==> config.mk <==
export PLATFORM = sky130hd
export DESIGN_NAME = mem_lsu
export DESIGN_NICKNAME = d
export VERILOG_FILES = /design/src/rtl/lsu_pkg.sv /design/src/rtl/lsu_lane.sv /design/src/rtl/mem_lsu.sv
export SDC_FILE = /design/constraint.sdc
export NUM_CORES = 1
export LEC_CHECK = 0
export BUFFER_PORTS_ARGS = -buffer_cell sky130_fd_sc_hd__buf_2
export CORE_ASPECT_RATIO = 1.2
export CORE_MARGIN = 10
export CORE_UTILIZATION = 51
export CTS_CLUSTER_SIZE = 20
export DETAILED_ROUTE_END_ITERATION = 10
export PLACE_DENSITY = 0.91
export SLEW_MARGIN = 20
export SYNTH_ARGS = -nofsm -noshare
export SYNTH_HDL_FRONTEND = slang
export SYNTH_SLANG_ARGS = --single-unit
==> constraint.sdc <==
create_clock -name clock -period 2.5 [get_ports clock]
set_input_delay 0.5 -clock clock [delete_from_list [all_inputs] [get_ports clock]]
set_output_delay 0.5 -clock clock [all_outputs]
set_load 0.005 [all_outputs]
==> src/rtl/lsu_pkg.sv <==
// Shared definitions for the load/store unit: RV32I funct3 codes, FSM states,
// and the byte-lane width used by the sub-word extract/merge logic.
// Imported by lsu_lane and mem_lsu.
package lsu_pkg;

  localparam int BYTE_W = 8;

  localparam logic [2:0] F3_B  = 3'b000;
  localparam logic [2:0] F3_H  = 3'b001;
  localparam logic [2:0] F3_W  = 3'b010;
  localparam logic [2:0] F3_BU = 3'b100;
  localparam logic [2:0] F3_HU = 3'b101;

  typedef enum logic [1:0] {
    IDLE  = 2'd0,
    READ  = 2'd1,
    WRITE = 2'd2,
    RESP  = 2'd3
  } lsu_state_e;

endpackage

==> src/rtl/lsu_lane.sv <==
// Byte-lane datapath: load extract + sign/zero extend, and store read-modify-write merge.
// Latency: purely combinational. Backpressure: none (no handshake).
// Ports: rword_i (word to extract from), old_i (word to merge into), wdata_i (right-aligned
// store data), alo_i (byte offset), funct3_i; load_o (extended data), store_o (merged word).
module lsu_lane
  import lsu_pkg::*;
#(
  parameter int DATA_WIDTH = 32
) (
  input  logic [DATA_WIDTH-1:0] rword_i,
  input  logic [DATA_WIDTH-1:0] old_i,
  input  logic [DATA_WIDTH-1:0] wdata_i,
  input  logic [1:0]            alo_i,
  input  logic [2:0]            funct3_i,
  output logic [DATA_WIDTH-1:0] load_o,
  output logic [DATA_WIDTH-1:0] store_o
);

  logic [BYTE_W-1:0]   byte_sel;
  logic [2*BYTE_W-1:0] half_sel;

  assign byte_sel = rword_i[{alo_i, 3'b000} +: BYTE_W];
  assign half_sel = alo_i[1] ? rword_i[DATA_WIDTH-1:2*BYTE_W] : rword_i[2*BYTE_W-1:0];

  always_comb begin
    load_o = rword_i;
    case (funct3_i)
      F3_B:    load_o = {{(DATA_WIDTH-BYTE_W){byte_sel[BYTE_W-1]}}, byte_sel};
      F3_BU:   load_o = {{(DATA_WIDTH-BYTE_W){1'b0}}, byte_sel};
      F3_H:    load_o = {{(DATA_WIDTH-2*BYTE_W){half_sel[2*BYTE_W-1]}}, half_sel};
      F3_HU:   load_o = {{(DATA_WIDTH-2*BYTE_W){1'b0}}, half_sel};
      default: load_o = rword_i;
    endcase
  end

  // The RAM has no byte enables, so narrow stores overwrite only their lane of the old word.
  always_comb begin
    store_o = old_i;
    case (funct3_i)
      F3_B: store_o[{alo_i, 3'b000} +: BYTE_W] = wdata_i[BYTE_W-1:0];
      F3_H: begin
        if (alo_i[1]) store_o[DATA_WIDTH-1:2*BYTE_W] = wdata_i[2*BYTE_W-1:0];
        else          store_o[2*BYTE_W-1:0]          = wdata_i[2*BYTE_W-1:0];
      end
      default: store_o = wdata_i;
    endcase
  end

endmodule

==> src/rtl/mem_lsu.sv <==
// RV32I load/store unit driving a word-addressed, async-read, sync-write RAM data port.
// Latency from accept edge: load 2 cycles, store 3 (read-modify-write), fault 1.
// Backpressure: req_ready low while busy; no response backpressure (resp_valid is a pulse).
// Ports: clock/reset (sync, active-high); req_* request from execute; resp_* one-cycle
// completion; mem_* RAM data port. Build macro LSU_MISALIGN_TRAP_EN enables fault reporting;
// without it misaligned accesses are forced aligned and illegal funct3 behaves as W.
module mem_lsu
  import lsu_pkg::*;
#(
  parameter int DATA_WIDTH = 32,
  parameter int ADDR_WIDTH = 16
) (
  input  logic                  clock,
  input  logic                  reset,
  input  logic                  req_valid,
  output logic                  req_ready,
  input  logic                  req_we,
  input  logic [2:0]            req_funct3,
  input  logic [31:0]           req_addr,
  input  logic [DATA_WIDTH-1:0] req_wdata,
  output logic                  resp_valid,
  output logic [DATA_WIDTH-1:0] resp_rdata,
  output logic                  resp_misaligned,
  output logic                  mem_wEn,
  output logic [ADDR_WIDTH-1:0] mem_address,
  output logic [DATA_WIDTH-1:0] mem_write_data,
  input  logic [DATA_WIDTH-1:0] mem_read_data
);

  lsu_state_e            state_q, state_d;
  logic                  we_q, we_d;
  logic [2:0]            f3_q, f3_d;
  logic [1:0]            alo_q, alo_d;
  logic [DATA_WIDTH-1:0] wdata_q, wdata_d;
  logic                  mis_q, mis_d;
  logic [DATA_WIDTH-1:0] rword_q, rword_d;
  logic [DATA_WIDTH-1:0] merged_q, merged_d;
  logic [ADDR_WIDTH-1:0] maddr_q, maddr_d;

  logic                  req_illegal;
  logic                  req_mis;
  logic [2:0]            req_f3_eff;
  logic [1:0]            req_alo_eff;
  logic [DATA_WIDTH-1:0] lane_load;
  logic [DATA_WIDTH-1:0] lane_store;

  // Bits above the RAM word address are deliberately dropped (accesses wrap).
  logic unused_addr_hi;
  assign unused_addr_hi = ^req_addr[31:ADDR_WIDTH+2];

  assign req_illegal = (req_funct3 == 3'b011) || (req_funct3 == 3'b110) ||
                       (req_funct3 == 3'b111) || (req_we && req_funct3[2]);

`ifdef LSU_MISALIGN_TRAP_EN
  assign req_mis = req_illegal ||
                   (((req_funct3 == F3_H) || (req_funct3 == F3_HU)) && req_addr[0]) ||
                   ((req_funct3 == F3_W) && (req_addr[1:0] != 2'b00));
  assign req_f3_eff  = req_funct3;
  assign req_alo_eff = req_addr[1:0];
`else
  assign req_mis    = 1'b0;
  assign req_f3_eff = req_illegal ? F3_W : req_funct3;
  always_comb begin
    req_alo_eff = req_addr[1:0];
    if ((req_f3_eff == F3_H) || (req_f3_eff == F3_HU)) req_alo_eff[0] = 1'b0;
    if (req_f3_eff == F3_W)                            req_alo_eff    = 2'b00;
  end
`endif

  // Extract reads the word captured in READ; merge works on the live RAM word during READ.
  lsu_lane #(.DATA_WIDTH(DATA_WIDTH)) u_lane (
    .rword_i  (rword_q),
    .old_i    (mem_read_data),
    .wdata_i  (wdata_q),
    .alo_i    (alo_q),
    .funct3_i (f3_q),
    .load_o   (lane_load),
    .store_o  (lane_store)
  );

  always_ff @(posedge clock) begin
    if (reset) begin
      state_q  <= IDLE;
      we_q     <= 1'b0;
      f3_q     <= 3'b000;
      alo_q    <= 2'b00;
      wdata_q  <= '0;
      mis_q    <= 1'b0;
      rword_q  <= '0;
      merged_q <= '0;
      maddr_q  <= '0;
    end else begin
      state_q  <= state_d;
      we_q     <= we_d;
      f3_q     <= f3_d;
      alo_q    <= alo_d;
      wdata_q  <= wdata_d;
      mis_q    <= mis_d;
      rword_q  <= rword_d;
      merged_q <= merged_d;
      maddr_q  <= maddr_d;
    end
  end

  always_comb begin
    state_d  = state_q;
    we_d     = we_q;
    f3_d     = f3_q;
    alo_d    = alo_q;
    wdata_d  = wdata_q;
    mis_d    = mis_q;
    rword_d  = rword_q;
    merged_d = merged_q;
    maddr_d  = maddr_q;
    case (state_q)
      IDLE: begin
        if (req_valid) begin
          we_d    = req_we;
          f3_d    = req_f3_eff;
          alo_d   = req_alo_eff;
          wdata_d = req_wdata;
          mis_d   = req_mis;
          if (req_mis) begin
            state_d = RESP;
          end else begin
            // Address only moves when the RAM is really accessed; it holds otherwise.
            maddr_d = req_addr[ADDR_WIDTH+1:2];
            state_d = READ;
          end
        end
      end
      READ: begin
        rword_d = mem_read_data;
        if (we_q) begin
          merged_d = lane_store;
          state_d  = WRITE;
        end else begin
          state_d  = RESP;
        end
      end
      WRITE:   state_d = RESP;
      RESP:    state_d = IDLE;
      default: state_d = IDLE;
    endcase
  end

  // Gating with reset makes an interrupted WRITE/RESP produce nothing in the reset cycle.
  assign req_ready      = (state_q == IDLE);
  assign resp_valid     = (state_q == RESP) && !reset;
  assign mem_wEn        = (state_q == WRITE) && !reset;
  assign mem_address    = maddr_q;
  assign mem_write_data = mem_wEn ? merged_q : '0;
  assign resp_rdata     = (resp_valid && !we_q && !mis_q) ? lane_load : '0;
`ifdef LSU_MISALIGN_TRAP_EN
  assign resp_misaligned = resp_valid && mis_q;
`else
  assign resp_misaligned = 1'b0;
`endif

endmodule

==> flow_metrics.tcl <==
set metrics [dict create \
    status "complete, but fails checks" \
    violations "negative setup slack" \
    die_x_um 118 \
    power_density_nw_per_um2 890 \
    synth_ff_type "dfxtp_1" \
    start_kind "register" \
    placed_area_sq_um 6860 \
    hold_class "input pin to register" \
    row_count 42 \
    drive_above_1_share_pct 33.4 \
    rr_endpoint "mem_address[5]" \
    cp-endpoint "resp_rdata[15]" \
    reg2regPathDepth 7 \
    critPathMaxFanout 8 \
    yosys.cell_types.count 47 \
    dp_slack_ps 272 \
    pwr-share-comb_pct 26.5 \
    fin_crit_ps 2670 \
    p_leak_uw 0.00350 \
    cts_num_sinks 120 \
    synth_edf_count 0 \
    holdBufCountCts 0 \
    maxSlewViolCount 0 \
    root_buffer "clkbuf_16" \
    grt_util_all_layers_pct 24.5 \
    first_pass_iters 5 \
    first_global_vias 5879 \
    rrSetupSlack_ps 360 \
    placedCellCount 990 \
    async_flop_share_pct 0 \
    syn_to_final_growth_pct 33.4 \
    gp_congestion 0.928 \
    clkPwrFrac_pct 35.1 \
    clkTransAtPathRegs_ps 60 \
    clock_path_buffers 2 \
    clock_latency_ps 420 \
    yosysWarningCount 0 \
    layout_setup_ws_ps -173 \
    setup_viol 24 \
    wl_per_cell_um 21.2 \
    final_area_sq_um 7840 \
    die_area_sq_um 16200 \
    synth-seq-area-share_pct 40.9 \
    r2r_start "state_q[0]" \
    skew_ps 6.54 \
    startpoint "rword_q[15]" \
    tritoncts "built" \
    start_util_pct 52.8 \
    drv_cap 0 \
    cts_max_level 4 \
    rsz0062_at_grt "true" \
    numCtsBuffers 17 \
    final_cells 1034 \
    grt.overflow.total 0 \
    timing.fmax_mhz 374 \
    finalNetCount 975 \
    seqPwrFrac_pct 38.4 \
    power.switching_uw 2420 \
    grt_max_degree 78 \
    vdd_ir_drop_max_v 0.000543 \
    regArea_sq_um 2420 \
    routed_wl_um 21900 \
    synth-seq-cells 120 \
    period_share_pct 107 \
    antenna_left 0 \
    p_int_uw 4560 \
    worstPathRequired_ps 2000 \
    tns_ps -801 \
    viasPerCell 6.04 \
    io_pins 187 \
    coreArea_sq_um 11100 \
    io_buffers 171 \
    crit_arrival_ps 2170 \
    vias 6245 \
    post-dp-hpwl_um 14500 \
    hold_violations 0 \
    grt_pass1_wl_um 31700 \
    netlist_area_sq_um 5880 \
    synth_fp_nets 816 \
    maxSlewHeadroom_pct 45.1 \
    critPathCaptureType "output port" \
    avgSynthCellArea_sq_um 8.35 \
    final.fill_count 820 \
    route.detailed.drc 0 \
    antenna_found_initial 3 \
    p_sw_share_pct 34.6 \
    die_h_um 138 \
    crit_type "register to output port" \
    worst_pin_slew_ps 824 \
    synthCells 704 \
    first_iter_violations 827 \
    multi_input_area_sq_um 3360 \
]
## worst max-delay path, cell delays in order (launching register included)
cell,delay [ps]
dfxtp_1,460
mux4_2,350
a21o_4,220
inv_1,70
a221oi_1,430
buf_2,220
## power by group through the flow
| stage | sequential, uW | clock, uW | combinational [uW] |
|---|---|---|---|
| 6_report | 2680 | 2450 | 1850 |
| 5_1_grt | 2690 | 2530 | 1990 |
| 4_1_cts | 2620 | 2460 | 1700 |
| 3_5_place_dp | 2640 | 0 | 1650 |
| 3_3_place_gp | 2630 | 0 | 1600 |
| 2_1_floorplan | 2500 | 0 | 1200 |
## metal layers
| metal | share of wire (%) | global-route usage (%) | vias to the layer above |
|---|---|---|---|
| li1 | - | - | 2782 |
| met1 | 36 | 27.0 | 2886 |
| met2 | 48 | 41.3 | 450 |
| met3 | 9.7 | 7.49 | 127 |
| met4 | 6.4 | 14.2 | 0 |
| met5 | 0 | 0 | - |
## flip-flops by register name, indices dropped and copies added (netlist names)
register and count:
merged_q 32, rword_q 32, wdata_q 32, mem_address 16, f3_q 3, alo_q 2
state_q 2, we_q 1
## worst min path at each step
stage	startpoint	end	slack [ps]	cells past startpoint
final	req_addr[16]	mem_address[14]	320	3
after floorplan	merged_q[24]	merged_q[24]	420	2
after CTS	req_addr[16]	mem_address[14]	310	3
after global placement	merged_q[30]	merged_q[30]	430	2
after detailed placement	merged_q[28]	merged_q[28]	440	2
after global routing	req_wdata[19]	wdata_q[19]	320	3
## Yosys cell counts, types with 9 or more instances
library cell	n	area [sq um]
clkbuf_1	33	124
nand2_1	142	533
dfxtp_1	120	2400
nor2_1	51	191
o21ai_0	25	125
a21oi_1	61	305
inv_1	9	33.8
nor3_1	11	55.1
mux2i_1	34	340
buf_2	17	85.1
and2_1	36	225
nor3b_1	9	67.6
ha_1	9	113
a221oi_1	9	78.8
a21o_2	16	140
## final cells by class
class	instances	share of cell area (%)
tap	154	2.46
timing repair buffer	201	15.6
sequential	120	30.8
clock buffer	19	5.78
inverter	10	0.479
multi-input combinational	513	42.9
clock inverter	13	1.85
antenna	4	0.128
## placed cells by master (no fill, tap or decap), types with 9 or more instances in the layout
master	instances
a21o_4	10
nor3b_1	9
and2_1	35
nor3_1	11
clkbuf_16	17
o21ai_0	25
a221oi_1	9
a21oi_1	60
buf_6	20
nand2_1	136
dfxtp_1	115
inv_1	9
mux2i_1	34
buf_2	154
buf_4	25
nor2_1	48
## per-stage QoR
stage               hold slack, ps  util [%]  total power, uW
floorplan                      417         -             3700
global placement               426      61.5             4220
detailed placement             436      61.5             4290
CTS                            309      68.1             6780
global route                   321      70.4             7220
finish                         315      70.4             6980
## cell families after synthesis
logic type	Yosys count	synth area share, %
fa+ha+maj	9	1.92
mux	44	9.24
compound gates	177	20.9
other cells	1	0.0638
buf+inv	71	5.22
simple gates	282	21.8
flops	120	40.9
## what timing repair did
item                       4_1_cts  5_1_grt
setup endpoints to repair       31       31
gates cloned                     1        0
pin swaps                        2        8
buffers inserted                 6        4
gates resized for setup         19       50
(Power assumes the default switching activity.)
